--- src/rtl/fib_sequencer.sv ---
// Fibonacci control sequencer for the register-file/ALU datapath.
// Issues one datapath micro-op per cycle; control outputs are registered and track the state.
module fib_sequencer #(
   parameter int unsigned DATA_WIDTH = 16,
   parameter int unsigned NUM_REGS   = 16,
   parameter int unsigned SEL_W      = 4,
   parameter int unsigned REG_A      = 0,
   parameter int unsigned REG_B      = 1,
   parameter int unsigned REG_T      = 2,
   parameter int unsigned REG_I      = 3,
   parameter int unsigned REG_N      = 4,
   parameter int unsigned REG_OUT    = 5
) (
   input  logic                  clk,
   input  logic                  reset,
   input  logic                  start,
   input  logic [DATA_WIDTH-1:0] n_in,
   input  logic [4:0]            flags_in,
   output logic [NUM_REGS-1:0]   w_enable,
   output logic [DATA_WIDTH-1:0] imm_in,
   output logic [7:0]            opcode,
   output logic [SEL_W-1:0]      rdest_sel,
   output logic [SEL_W-1:0]      rsrc_sel,
   output logic                  imm_sel,
   output logic                  busy,
   output logic                  done,
   output logic                  overflow
);

   localparam int unsigned FLAG_L = 4;
   localparam int unsigned FLAG_C = 0;

   localparam logic [7:0] OP_NOP   = 8'h00;
   localparam logic [7:0] OP_ADDU  = 8'h06;
   localparam logic [7:0] OP_ADDUI = 8'h60;
   localparam logic [7:0] OP_ANDI  = 8'h10;
   localparam logic [7:0] OP_CMP   = 8'h0B;

   typedef enum logic [3:0] {
      S_IDLE      = 4'd0,
      S_CLR_A     = 4'd1,
      S_CLR_B     = 4'd2,
      S_CLR_I     = 4'd3,
      S_CLR_N     = 4'd4,
      S_CLR_OUT   = 4'd5,
      S_SET_B     = 4'd6,
      S_SET_N     = 4'd7,
      S_CHECK     = 4'd8,
      S_ADD_AB    = 4'd9,
      S_MOVE_A    = 4'd10,
      S_MOVE_B    = 4'd11,
      S_INC_I     = 4'd12,
      S_WRITE_OUT = 4'd13,
      S_OVF       = 4'd14,
      S_DONE      = 4'd15
   } state_e;

   state_e                state_q, state_d;
   logic [DATA_WIDTH-1:0] n_q, n_d;
   logic                  accept;

   logic [NUM_REGS-1:0]   wen_q, wen_d;
   logic [DATA_WIDTH-1:0] imm_q, imm_d;
   logic [7:0]            opc_q, opc_d;
   logic [SEL_W-1:0]      rdest_q, rdest_d;
   logic [SEL_W-1:0]      rsrc_q, rsrc_d;
   logic                  isel_q, isel_d;
   logic                  busy_q, busy_d;
   logic                  done_q, done_d;
   logic                  ovf_q, ovf_d;

   // Only L and C steer the sequence; the remaining flag bits are don't-care here.
   logic unused_flags;
   assign unused_flags = ^flags_in[3:1];

   function automatic logic [NUM_REGS-1:0] onehot(input int unsigned idx);
      onehot = NUM_REGS'(1) << idx;
   endfunction

   always_ff @(posedge clk) begin
      if (reset) begin
         state_q <= S_IDLE;
         n_q     <= '0;
         wen_q   <= '0;
         imm_q   <= '0;
         opc_q   <= OP_NOP;
         rdest_q <= '0;
         rsrc_q  <= '0;
         isel_q  <= 1'b1;
         busy_q  <= 1'b0;
         done_q  <= 1'b0;
         ovf_q   <= 1'b0;
      end else begin
         state_q <= state_d;
         n_q     <= n_d;
         wen_q   <= wen_d;
         imm_q   <= imm_d;
         opc_q   <= opc_d;
         rdest_q <= rdest_d;
         rsrc_q  <= rsrc_d;
         isel_q  <= isel_d;
         busy_q  <= busy_d;
         done_q  <= done_d;
         ovf_q   <= ovf_d;
      end
   end

   // Next state, then the micro-op of that state so the registered outputs line up with state_q.
   always_comb begin
      state_d = state_q;
      accept  = 1'b0;
      wen_d   = '0;
      imm_d   = '0;
      opc_d   = OP_NOP;
      rdest_d = '0;
      rsrc_d  = '0;
      isel_d  = 1'b1;

      case (state_q)
         S_IDLE, S_DONE: begin
            if (start) begin
               state_d = S_CLR_A;
               accept  = 1'b1;
            end
         end
         S_CLR_A:     state_d = S_CLR_B;
         S_CLR_B:     state_d = S_CLR_I;
         S_CLR_I:     state_d = S_CLR_N;
         S_CLR_N:     state_d = S_CLR_OUT;
         S_CLR_OUT:   state_d = S_SET_B;
         S_SET_B:     state_d = S_SET_N;
         S_SET_N:     state_d = S_CHECK;
         S_CHECK:     state_d = flags_in[FLAG_L] ? S_ADD_AB : S_DONE;
         S_ADD_AB:    state_d = flags_in[FLAG_C] ? S_OVF : S_MOVE_A;
         S_MOVE_A:    state_d = S_MOVE_B;
         S_MOVE_B:    state_d = S_INC_I;
         S_INC_I:     state_d = S_WRITE_OUT;
         S_WRITE_OUT: state_d = S_CHECK;
         S_OVF:       state_d = S_DONE;
         default:     state_d = S_IDLE;
      endcase

      n_d = accept ? n_in : n_q;

      busy_d = (state_d != S_IDLE) && (state_d != S_DONE);
      done_d = (state_d == S_DONE);

      // Overflow is sticky across DONE until the next accepted start.
      ovf_d = accept ? 1'b0 : ovf_q;
      if (state_d == S_OVF) begin
         ovf_d = 1'b1;
      end

      case (state_d)
         S_CLR_A: begin
            opc_d = OP_ANDI; rdest_d = SEL_W'(REG_A); isel_d = 1'b0; wen_d = onehot(REG_A);
         end
         S_CLR_B: begin
            opc_d = OP_ANDI; rdest_d = SEL_W'(REG_B); isel_d = 1'b0; wen_d = onehot(REG_B);
         end
         S_CLR_I: begin
            opc_d = OP_ANDI; rdest_d = SEL_W'(REG_I); isel_d = 1'b0; wen_d = onehot(REG_I);
         end
         S_CLR_N: begin
            opc_d = OP_ANDI; rdest_d = SEL_W'(REG_N); isel_d = 1'b0; wen_d = onehot(REG_N);
         end
         S_CLR_OUT: begin
            opc_d = OP_ANDI; rdest_d = SEL_W'(REG_OUT); isel_d = 1'b0; wen_d = onehot(REG_OUT);
         end
         S_SET_B: begin
            opc_d = OP_ADDUI; rdest_d = SEL_W'(REG_B); isel_d = 1'b0;
            imm_d = DATA_WIDTH'(1); wen_d = onehot(REG_B);
         end
         S_SET_N: begin
            opc_d = OP_ADDUI; rdest_d = SEL_W'(REG_N); isel_d = 1'b0;
            imm_d = n_d; wen_d = onehot(REG_N);
         end
         S_CHECK: begin
            opc_d = OP_CMP; rdest_d = SEL_W'(REG_I); rsrc_d = SEL_W'(REG_N); isel_d = 1'b1;
         end
         S_ADD_AB: begin
            opc_d = OP_ADDU; rdest_d = SEL_W'(REG_A); rsrc_d = SEL_W'(REG_B); isel_d = 1'b1;
            wen_d = onehot(REG_T);
         end
         S_MOVE_A: begin
            opc_d = OP_ADDUI; rdest_d = SEL_W'(REG_B); isel_d = 1'b0; wen_d = onehot(REG_A);
         end
         S_MOVE_B: begin
            opc_d = OP_ADDUI; rdest_d = SEL_W'(REG_T); isel_d = 1'b0; wen_d = onehot(REG_B);
         end
         S_INC_I: begin
            opc_d = OP_ADDUI; rdest_d = SEL_W'(REG_I); isel_d = 1'b0;
            imm_d = DATA_WIDTH'(1); wen_d = onehot(REG_I);
         end
         S_WRITE_OUT: begin
            opc_d = OP_ADDUI; rdest_d = SEL_W'(REG_B); isel_d = 1'b0; wen_d = onehot(REG_OUT);
         end
         default: begin
         end
      endcase
   end

   assign w_enable  = wen_q;
   assign imm_in    = imm_q;
   assign opcode    = opc_q;
   assign rdest_sel = rdest_q;
   assign rsrc_sel  = rsrc_q;
   assign imm_sel   = isel_q;
   assign busy      = busy_q;
   assign done      = done_q;
   assign overflow  = ovf_q;

endmodule

--- config.mk ---
export PLATFORM = sky130hd
export DESIGN_NAME = fib_sequencer
export DESIGN_NICKNAME = d
export VERILOG_FILES = /design/src/rtl/fib_sequencer.sv
export SDC_FILE = /design/constraint.sdc
export NUM_CORES = 1
export LEC_CHECK = 0
export BUFFER_PORTS_ARGS = -buffer_cell sky130_fd_sc_hd__buf_2
export CAP_MARGIN = 20
export CORE_MARGIN = 2
export CORE_UTILIZATION = 38
export DETAILED_ROUTE_END_ITERATION = 6
export GPL_TIMING_DRIVEN = 1
export PLACE_DENSITY = 0.7
export SLEW_MARGIN = 5
export SYNTH_ARGS = -nofsm -noshare
export SYNTH_HDL_FRONTEND = slang
export SYNTH_SLANG_ARGS = --single-unit
export TNS_END_PERCENT = 5
--- constraint.sdc ---
create_clock -name clk -period 1.6 [get_ports clk]
set_clock_uncertainty 0.15 [all_clocks]
set_input_delay 0.32 -clock clk [delete_from_list [all_inputs] [get_ports clk]]
set_output_delay 0.32 -clock clk [all_outputs]
set_load 0.03 [all_outputs]
==> flow_metrics.py <==
metrics = {
    "detailed_routing": {
        "drc_errors": 0,
        "wl_per_cell_um": 12.9,
        "route.vias.total": 1987,
        "drt_iter0_markers": 36,
        "drt-total-wl_um": 5550,
        "drtAntennaViolNets": 0,
        "drtPass1Iterations": 4,
        "viasPerCell": 4.63,
    },
    "final_layout": {
        "seq_area_sq_um": 1140,
        "drive_gt1_frac": 0.463,
        "multiInputGateArea_sq_um": 1150,
        "synthToLayoutAreaGrowth_pct": 43.3,
        "fillCellCount": 543,
        "nets": 377,
        "instances_no_fill": 429,
        "antenna_cells": 0,
    },
    "outcome": {
        "violations": "negative setup slack",
        "outcome": "finished with violations",
    },
    "cts": {
        "cts_root_buffer": "clkbuf_8",
        "cts_buffers": 5,
        "clockBufferDepth": 2,
        "clock-sinks": 56,
        "insertion_delay_ns": 0.30,
        "cts_tree": "done",
        "path_clk_slew_ns": 0.10,
        "cts_max_level": 2,
    },
    "setup_path": {
        "arrival_ns": 1.88,
        "ff2ff_setup_slack_ns": -0.23,
        "crit_buf_inv": 3,
        "cpPeakStageDelay_ns": 0.51,
        "ff2ff_path_depth": 7,
        "crit_path_top_delay_cell": "or4b_1",
        "crit_family": "simple AND/OR/NAND/NOR gates",
        "cp.required_ns": 1.65,
        "crit_path_start_kind": "flop",
        "worstPathMaxFanout": 7,
        "r2r-start": "state_q[3]",
        "path_cells": "buf_12, buf_8, a31oi_4, a21o_4, inv_2, or4b_1, o311a_1",
        "worstSetupPathType": "reg -> reg",
        "endpoint_kind": "flop",
        "reg2reg_to": "busy",
    },
    "placement": {
        "dp_cells": 413,
        "hpwlAfterDp_um": 4040,
        "pre_cts_ws_ns": -0.408,
        "io_buffers": 58,
        "place_congestion": 0.902,
    },
    "synth": {
        "synthFlopType": "dfxtp_1",
        "synth-seq-cells": 56,
        "async_flop_share": 0,
        "netlist_area_sq_um": 2320,
        "synthDistinctLibCells": 50,
        "avgSynthCellArea_sq_um": 9.27,
        "yosys_warnings": 0,
        "seq_area_frac_synth": 0.484,
        "synth_edf_count": 0,
        "synthCells": 250,
    },
    "global_routing": {
        "grt_antenna_before_repair": 0,
        "grt_max_degree": 18,
        "grt_pass1_vias": 1808,
        "grt_pass1_wl_um": 8460,
        "grtUsageTotal": 0.163,
        "grt_overflow": 0,
    },
    "power_and_ir_drop": {
        "clock_power_share": 0.290,
        "power.static_leakage_nw": 1.58,
        "p_per_area_nw_per_um2": 956,
        "combPwrFrac": 0.239,
        "intPower_mw": 2.28,
        "p_total_mw": 3.18,
        "pwr-share-seq": 0.471,
        "p_switching_mw": 0.902,
        "peakVddDrop_uv": 453,
        "sw_frac_of_total": 0.284,
    },
    "timing": {
        "fin_setup_tns_ns": -5.06,
        "finalCriticalPeriod_ns": 1.83,
        "fin_ws_ns": -0.232,
        "finalSetupViolations": 43,
        "rsz0062_at_grt": "true",
        "fmax_mhz": 546,
        "final_max_slew_viol_count": 0,
        "hold_viol_final": 0,
        "fin_crit_sh": 1.14,
    },
    "run": {
        "cap_violations": 0,
    },
    "floorplanning": {
        "io_pins": 76,
        "die_x_um": 82.1,
        "core_area_sq_um": 5920,
        "fp.dieArea_sq_um": 6740,
        "die_h_um": 82.1,
        "num_rows": 28,
        "initial_core_util": 0.392,
    },
    "min_path": {
        "hold_depth": 3,
        "hp-start": "n_in[14]",
        "min_path_type": "in -> reg",
        "holdPathEnd": "n_q[14]",
    },
}
cell families after synthesis:
family | after synthesis | synth area share
xor gates and xnor gates | 2 | 0.00756
and+or+nand+nor | 99 | 0.213
buffers and inverters | 39 | 0.110
other | 1 | 0.00162
muxes | 17 | 0.0734
DFF | 56 | 0.484
AOI/OAI and AO/OA | 36 | 0.111
through the flow:
stage	hold slack [ns]	instance area, sq um	util
4_1_cts	0.103	3190	0.539
6_report	0.110	3320	0.561
3_3_place_gp	0.289	2950	0.497
5_1_grt	0.107	3320	0.561
2_1_floorplan	0.249	2390	-
3_5_place_dp	0.308	2950	0.497
placed cells by master, fill, tap and decap left out, types with 2 or more instances in the layout:
cell / Yosys / final
nor3_1: 8 / 5
nor3_2: 0 / 3
nand2b_1: 4 / 3
o21ai_0: 3 / 3
nand4b_1: 2 / 2
inv_1: 4 / 3
clkbuf_8: 0 / 5
buf_4: 22 / 46
or2_1: 2 / 2
nor3b_1: 2 / 2
conb_1: 1 / 14
a21oi_1: 12 / 8
nor2_4: 0 / 2
mux2i_1: 17 / 17
dfxtp_4: 0 / 4
and3_1: 3 / 3
buf_2: 3 / 58
buf_12: 0 / 2
nand2_1: 15 / 12
inv_2: 2 / 3
nand2_2: 0 / 2
a21oi_2: 0 / 4
buf_6: 3 / 8
or2b_1: 2 / 2
nor4_4: 0 / 2
nand3_1: 4 / 4
o211ai_1: 2 / 2
a31oi_1: 3 / 2
nor2_1: 43 / 41
o21ai_2: 1 / 3
o22ai_2: 0 / 2
dfxtp_1: 56 / 52
worst max path at each step:
stage	startpoint	to	slack (ns)	cells past startpoint
after CTS	state_q[2]	busy	-0.23	5
final	state_q[3]	busy	-0.23	7
after detailed placement	state_q[2]	w_enable[4]	-0.41	6
after floorplan	state_q[2]	busy	-0.16	5
after global routing	state_q[3]	busy	-0.30	7
after global placement	state_q[2]	busy	-0.36	5
final cells by class:
class / count / share of cell area
timing repair buffer: 116 / 0.242
clock buffer: 6 / 0.0218
sequential: 56 / 0.342
clock inverter: 2 / 0.0117
inverter: 6 / 0.00678
tap: 75 / 0.0282
multi-input combinational: 168 / 0.347
sequential cells by signal, indices dropped and copies added, names as in the netlist:
name and count:
done 1, w_enable 6, overflow 1, state_q 4, n_q 16, rsrc_sel 2
rdest_sel 3, imm_sel 1, busy 1, opcode 5, imm_in 16
routing by layer:
layer	routed length [um]	track usage	part of all wire
met2	2690	0.261	0.48
met3	241	0.0304	0.043
met1	2560	0.225	0.46
met4	63	0.0450	0.011
met5	0	0	0
repair_timing:
action,4_1_cts,5_1_grt
pin swaps,8,9
gates resized for setup,32,17
hold buffers,0,0
gates cloned,0,1
setup endpoints to repair,50,48
setup buffers,3,4
synthesized netlist by cell type (2+ instances only):
cell type | instances | area (sq um)
a21oi_1 | 12 | 60.1
a31oi_1 | 3 | 18.8
and2_1 | 2 | 12.5
and3_1 | 3 | 18.8
buf_2 | 3 | 15.0
buf_4 | 22 | 165
buf_6 | 3 | 33.8
clkbuf_1 | 5 | 18.8
dfxtp_1 | 56 | 1120
inv_1 | 4 | 15.0
inv_2 | 2 | 7.51
mux2i_1 | 17 | 170
nand2_1 | 15 | 56.3
nand2b_1 | 4 | 25.0
nand3_1 | 4 | 20.0
nand4b_1 | 2 | 17.5
nor2_1 | 43 | 161
nor3_1 | 8 | 40.0
nor3b_1 | 2 | 15.0
o211ai_1 | 2 | 15.0
o21ai_0 | 3 | 15.0
o21ai_1 | 2 | 10.0
o22ai_1 | 2 | 12.5
or2_1 | 2 | 12.5
or2b_1 | 2 | 15.0
or3_1 | 2 | 12.5
xnor2_1 | 2 | 17.5
worst min-delay path, stage by stage:
cell	delay, ns
buf_2	0.07
mux2i_1	0.07
nor2_1	0.08
power by group through the flow:
stage / logic, mW / clock network (mW) / registers (mW)
2_1_floorplan: 0.414 / 0 / 1.56
3_3_place_gp: 0.669 / 0 / 1.53
3_5_place_dp: 0.674 / 0 / 1.53
4_1_cts: 0.731 / 0.957 / 1.50
5_1_grt: 0.818 / 1.02 / 1.50
6_report: 0.760 / 0.920 / 1.50
(Power assumes the default switching activity.)
